<file path="src/rtl/z16_multicycle_ctrl.sv">
// Multi-cycle control FSM for the Z16 core: sequences fetch/decode/exec/mem/wb and owns the shared memory port.
// Optional performance counters are built when the macro Z16_CTRL_PERF_EN is defined.
module z16_multicycle_ctrl #(
  parameter int TIMEOUT_CYCLES = 255,
  parameter int TO_W           = 8
) (
  input  logic        i_clk,
  input  logic        i_rst,
  input  logic        i_start,
  input  logic [3:0]  i_opcode,
  input  logic        i_rd_we,
  input  logic        i_mem_we,
  input  logic        i_branch_taken,
  input  logic        i_mem_ack,
  output logic        o_mem_req,
  output logic        o_mem_we,
  output logic        o_mem_addr_sel,
  output logic        o_ir_we,
  output logic        o_rf_we,
  output logic        o_pc_we,
  output logic        o_pc_sel,
  output logic        o_halted,
  output logic        o_error,
  output logic [2:0]  o_state,
  output logic [31:0] o_retired_cnt,
  output logic [31:0] o_stall_cnt
);

  typedef enum logic [2:0] {
    S_IDLE   = 3'd0,
    S_FETCH  = 3'd1,
    S_DECODE = 3'd2,
    S_EXEC   = 3'd3,
    S_MEM    = 3'd4,
    S_WB     = 3'd5,
    S_HALT   = 3'd6,
    S_ERROR  = 3'd7
  } state_t;

  localparam logic [3:0] OP_LOAD  = 4'hA;
  localparam logic [3:0] OP_STORE = 4'hB;
  localparam logic [3:0] OP_BRC   = 4'hC;
  localparam logic [3:0] OP_BRD   = 4'hD;
  localparam logic [3:0] OP_HALT  = 4'hF;

  state_t          state;
  logic [TO_W-1:0] to_cnt;
  logic            req;
  logic            stall;
  logic            timeout_hit;

  // Handshake: a memory transaction is outstanding while req=1 (FETCH or MEM)
  // and completes in any cycle where req=1 and i_mem_ack=1, including the first.
  // Address select and write enable are pure functions of state and the decoder
  // store flag, so they cannot move while a request is outstanding.
  assign req         = (state == S_FETCH) || (state == S_MEM);
  assign stall       = req && !i_mem_ack;
  assign timeout_hit = (TIMEOUT_CYCLES != 0) && stall &&
                       (to_cnt == TO_W'(TIMEOUT_CYCLES));

  always_ff @(posedge i_clk) begin
    if (i_rst) begin
      state  <= S_IDLE;
      to_cnt <= '0;
    end else begin
      to_cnt <= '0;
      case (state)
        S_IDLE: begin
          if (i_start) state <= S_FETCH;
        end
        S_FETCH: begin
          if (i_mem_ack)        state  <= S_DECODE;
          else if (timeout_hit) state  <= S_ERROR;
          else                  to_cnt <= to_cnt + 1'b1;
        end
        S_DECODE: state <= S_EXEC;
        S_EXEC: begin
          if ((i_opcode == OP_LOAD) || (i_opcode == OP_STORE)) state <= S_MEM;
          else if (i_opcode == OP_HALT)                         state <= S_HALT;
          else                                                  state <= S_WB;
        end
        S_MEM: begin
          if (i_mem_ack)        state  <= S_WB;
          else if (timeout_hit) state  <= S_ERROR;
          else                  to_cnt <= to_cnt + 1'b1;
        end
        S_WB: state <= S_FETCH;
        S_HALT: begin
          if (i_start) state <= S_FETCH;
        end
        S_ERROR: state <= S_ERROR;
        default: state <= S_IDLE;
      endcase
    end
  end

  // Strobes are decoded from the registered state plus ack so that each fires
  // in exactly one cycle per instruction.
  assign o_mem_req      = req;
  assign o_mem_addr_sel = (state == S_MEM);
  assign o_mem_we       = (state == S_MEM) && i_mem_we;
  assign o_ir_we        = (state == S_FETCH) && i_mem_ack;
  assign o_rf_we        = (state == S_WB) && i_rd_we;
  assign o_pc_we        = (state == S_WB);
  assign o_pc_sel       = (state == S_WB) && i_branch_taken &&
                          ((i_opcode == OP_BRC) || (i_opcode == OP_BRD));
  assign o_halted       = (state == S_HALT);
  assign o_error        = (state == S_ERROR);
  assign o_state        = state;

`ifdef Z16_CTRL_PERF_EN
  logic [31:0] retired_cnt;
  logic [31:0] stall_cnt;

  always_ff @(posedge i_clk) begin
    if (i_rst) begin
      retired_cnt <= '0;
      stall_cnt   <= '0;
    end else begin
      if (state == S_WB) retired_cnt <= retired_cnt + 32'd1;
      if (stall)         stall_cnt   <= stall_cnt + 32'd1;
    end
  end

  assign o_retired_cnt = retired_cnt;
  assign o_stall_cnt   = stall_cnt;
`else
  assign o_retired_cnt = 32'd0;
  assign o_stall_cnt   = 32'd0;
`endif

endmodule

</file>
<file path="config.mk">
export PLATFORM = sky130hd
export DESIGN_NAME = z16_multicycle_ctrl
export DESIGN_NICKNAME = d
export VERILOG_FILES = /design/src/rtl/z16_multicycle_ctrl.sv
export SDC_FILE = /design/constraint.sdc
export NUM_CORES = 1
export LEC_CHECK = 0
export ABC_AREA = 1
export CORE_AREA = 2 2 53 74
export CTS_BUF_LIST = sky130_fd_sc_hd__clkbuf_16
export CTS_CLUSTER_DIAMETER = 150
export DETAILED_ROUTE_END_ITERATION = 7
export DIE_AREA = 0 0 55 76
export PLACE_DENSITY = 0.75
export SLEW_MARGIN = 20
export SYNTH_ARGS = -nofsm -noshare
export SYNTH_HDL_FRONTEND = slang
export SYNTH_SLANG_ARGS = --single-unit
</file>
<file path="constraint.sdc">
create_clock -name i_clk -period 1.4 [get_ports i_clk]
set_input_delay 0.21 -clock i_clk [delete_from_list [all_inputs] [get_ports i_clk]]
set_output_delay 0.21 -clock i_clk [all_outputs]
set_load 0.05 [all_outputs]
</file>
* After elaboration in Yosys (flattened, before gate mapping) *
Cells that the tools add are included.

word-level totals
  register bits = 11
  logic and storage cells = 40
  output and inout port bits = 76
  input bits = 11

operators by class
  muxes and demuxes = 7
  reduce and logical (&&, ||, !) cells = 15
  add/subtract/negate cells = 1
  equal/unequal tests = 14
  bitwise operators = 1

operators by type and width
  operator             number
  $pmux 3 s7           1
  $eq 4x4->1 const B   5
  $eq 3x3->1 const B   4
  $mux 3               4
  $add 8x1->8 const B  1
  $eq 8x8->1 const B   1
  $logic_and 1x1->1    7
  $eq 3x2->1 const B   2
  $mux 2               2
  $reduce_or 2->1      2
  $reduce_or 4->1      1
  $eq 3x1->1 const B   1
  $logic_not 3->1      1
  $logic_or 1x1->1     3
  $ne 2x1->1 const B   1
  $logic_not 1->1      1
  $not 1->1            1

* Logic depth before layout (Yosys ltp) *
Gate-level depths: netlist of the first run.

  depth after elaboration = 7
  mapped depth = 9
  mapped depth without buffers = 9

* Worst setup path before layout of the first run *
No wires, ideal clock.

  path kind = register -> output
  start point = register state[0] (netlist: o_state[0])
  end point = output port o_pc_sel
  setup slack = -1.258 ns
  path buffers = 0
  required time = 1.190 ns
  stages on the path, launching flop included = 3
  arrival = 2.448 ns
  path through = dfxtp_1 -> nand3_1 -> nor4_1

between the ends
  cells in the longest elaborated chain, start to end = 3

RTL lines
  element                          RTL line  text
  start: declaration               46        state_t state;
  start signal: assignment         63        state <= S_IDLE;
  start signal: assignment         69        if (i_start) state <= S_FETCH;
  start signal: assignment         72        if (i_mem_ack) state <= S_DECODE;
  $eq 3x3->1                       105       assign o_pc_sel = (state == S_WB) && i_branch_taken &&
  $logic_and 1x1->1 (2 in series)  105
  end: declaration                 21        output logic o_pc_sel,

Every way passes these cells.

* Worst setup path in the final report of the first run *
  start point = register state[1] (netlist: o_state[1])
  end point = output port o_pc_sel

Same word-level chain as after synthesis.

==> results of run 1 <==
## worst max path at each step
stage	endpoint	startpoint	slack [ns]	cells after the start
2_1_floorplan	o_pc_sel	o_state[1]	-0.09	3
3_3_place_gp	o_pc_sel	i_opcode[2]	-0.03	4
3_5_place_dp	o_pc_sel	i_opcode[2]	-0.04	4
4_1_cts	o_pc_sel	o_state[1]	0.004	4
5_1_grt	o_pc_sel	o_state[1]	-0.03	4
6_report	o_pc_sel	o_state[1]	0.02	4
## critical path, cell delays in order, from the launching register on
cell	delay, ns
dfxtp_4	0.37
inv_4	0.09
nand3_4	0.10
nor4_4	0.20
buf_12	0.18
## state kept, by name, indices dropped and copies added (netlist names)
signal   flops
o_state      3
to_cnt       8
## cells in the mapped netlist, drive strengths merged
library cell	count
xor2	2
inv	21
nor2	19
nand2	22
ha	1
a31oi	1
nor3b	2
a21oi	1
nor3	2
nor4	1
buf	64
dfxtp	11
conb	1
xnor2	2
o21ai	2
nand4	2
nand3	11
## cell type report
class	count	share of cell area, %
clock buffer	3	5.08
clock inverter	1	0.254
inverter	21	5.67
multi-input combinational	132	45.1
sequential	11	15.7
tap	42	3.55
timing repair buffer	26	24.7
## cells in the final DEF, fill, tap and decap left out, types with 2 or more instances in the layout
master           count
nor2_1              14
clkbuf_16            3
nor2_4               2
buf_4                4
inv_1               19
nor3_1               2
conb_1              64
nand2_4              2
nor3b_2              2
dfxtp_1              8
o21ai_0              2
xnor2_1              2
nand3_1              9
dlygate4sd2_1        4
clkdlybuf4s50_1      6
nand3_4              2
nor2_2               3
nand2_1             19
inv_4                2
xor2_1               2
dfxtp_4              3
buf_12              12
## kinds of logic after synthesis
logic type	count (synthesis)	share of synthesized area, %
buffers and inverters	85	48.9
and+or+nand+nor	59	25.6
DFF	11	19.2
AOI/OAI and AO/OA	4	1.86
xor gates and xnor gates	4	3.06
adders and majority gates	1	1.09
other	1	0.328
## per-layer routing
| metal | global-route usage, % | vias up | share of wire [%] |
|---|---|---|---|
| met2 | 16.0 | 63 | 52 |
| met1 | 8.64 | 376 | 32 |
| met5 | 0 | - | 0 |
| met4 | 5.85 | 0 | 2.4 |
| met3 | 1.76 | 4 | 14 |
| li1 | - | 436 | - |
## power by group through the flow
stage	registers, W	clock network [W]	logic, W
6_report	0.000394	0.000508	0.000874
2_1_floorplan	0.000430	0	0.000734
4_1_cts	0.000392	0.000524	0.000874
3_5_place_dp	0.000392	0	0.000854
3_3_place_gp	0.000391	0	0.000849
5_1_grt	0.000396	0.000538	0.000918
## per-stage QoR
| stage | instance area, um2 | instances | setup slack [ns] | hold slack [ns] | util [%] |
|---|---|---|---|---|---|
| floorplan | 1430 | 228 | -0.0859 | 0.371 | - |
| global placement | 1380 | 232 | -0.0271 | 0.433 | 38.4 |
| detailed placement | 1380 | 232 | -0.0386 | 0.444 | 38.4 |
| CTS | 1480 | 236 | 0.00378 | 0.451 | 41.3 |
| global route | 1480 | 236 | -0.0310 | 0.463 | 41.3 |
| finish | 1480 | 236 | 0.0171 | 0.446 | 41.3 |
## timing repair
item                                    in CTS  in global routing
endpoints found under the setup margin       4                  5
endpoints found under the hold margin        0                  0
pin swaps                                    1                  0
resized for setup                           12                  1
cloned                                       0                  0
==> results.toml, run 1 <==
[status]
status = "finished, final reports clean"

[critical_path]
r2r-end = "to_cnt[2]"
arrival_ns = 1.17
worst_ep_required_time_ns = 1.19
rrSetupSlack_ns = 0.16
path_max_fanout = 7
regToRegStartpoint = "to_cnt[0]"
critPathLaunchType = "register"
r2r_cells = 6
critical_path_class = "reg -> out"
worstSetupEndpointType = "output port"

[place]
io_buffers = 22
gp_congestion = 0.760
dp_hpwl_mm = 1.57

[worst_hold_path]
min_path_type = "reg -> reg"
hold_end = "to_cnt[0]"
holdCritStartpoint = "to_cnt[0]"
min_path_cells = 1

[route]
viasPerCell = 3.72
first_iter_violations = 2
vias = 879
drcViolationCount = 0
drt-pass1-iter-count = 3
wire_per_inst_um = 8.11
ant_nets = 0
routed_wl_mm = 1.91

[clock_network]
clk_pin_slew_ns = 0.04
clock-root-buffer = "clkbuf_16"
hold_buffers = 0
cts_made_buffers = 3
htreeDepth = 1
cts.sink_count = 11
postCtsSetupRepairBufs = 0
clkLatencyLatePin_ns = 0.24
cts.path.max_buffers = 2
cts_tree = "done"

[sta]
period_minus_slack_ns = 1.38
rsz0062_at_grt = "true"
timing.final.max_slew_violations = 0
finalSetupTns_ns = 0
fin_skew_ns = 0.00185
hold_viol = 0
max_clock_freq_ghz = 0.723
fin_crit_sh_pct = 98.8
setup_viol = 0

[yosys]
synth_warnings = 0
avgSynthCellArea_um2 = 6.94
synth_top_area_share_pct = 42.0
ys_seq_area_share_pct = 19.2
yosys_register_bits = 11
ys_types = 22
yosys.area.top_type = "buf_4"
syn_area_mm2 = 0.00114
synth_area_leaders = "buf_4 42%, dfxtp_1 19%, inv_1 6.6%"
syn_inst = 165

[die]
pin_count = 87
core_mm2 = 0.00358
die-width_um = 55
die-area_mm2 = 0.00418
die_h_um = 76
start_util_pct = 32.0
rows = 26

[cells_and_area]
diodes = 0
multiInputGateArea_um2 = 667
drive_gt1_share_pct = 20.1
nFillCells = 372
syn2layout_area_growth_pct = 29.2
final-seq-area_um2 = 231
final_nets = 207

[pwr]
switchingPower_w = 0.000841
irDropWorstVdd_mv = 0.621
intPower_w = 0.000936
pwr-share-comb_pct = 49.2
power_density_mw_per_mm2 = 1200
p_sw_share_pct = 47.3
total_power_w = 0.00178
seqPwrFrac_pct = 22.2
p_leak_nw = 0.765
pwr-share-clk_pct = 28.6

[global_route]
grt_first_pass_wirelength_mm = 2.78
antenna_found_initial = 0
grt_pass1_vias = 679
track_usage_pct = 8.99
grt_max_degree = 9
grt_overflow_total = 0

[run]
cap_viol_max_count = 0
Power figures use the tool's default switching activity.
==> run 2: changes to the inputs <==
--- a/config.mk
+++ b/config.mk
@@ -12,7 +12,6 @@
 export DETAILED_ROUTE_END_ITERATION = 7
 export DIE_AREA = 0 0 55 76
 export PLACE_DENSITY = 0.75
-export SLEW_MARGIN = 20
 export SYNTH_ARGS = -nofsm -noshare
 export SYNTH_HDL_FRONTEND = slang
 export SYNTH_SLANG_ARGS = --single-unit
==> results of run 2 <==
No change in the layout: final DEF, timing and power equal those of run 1.
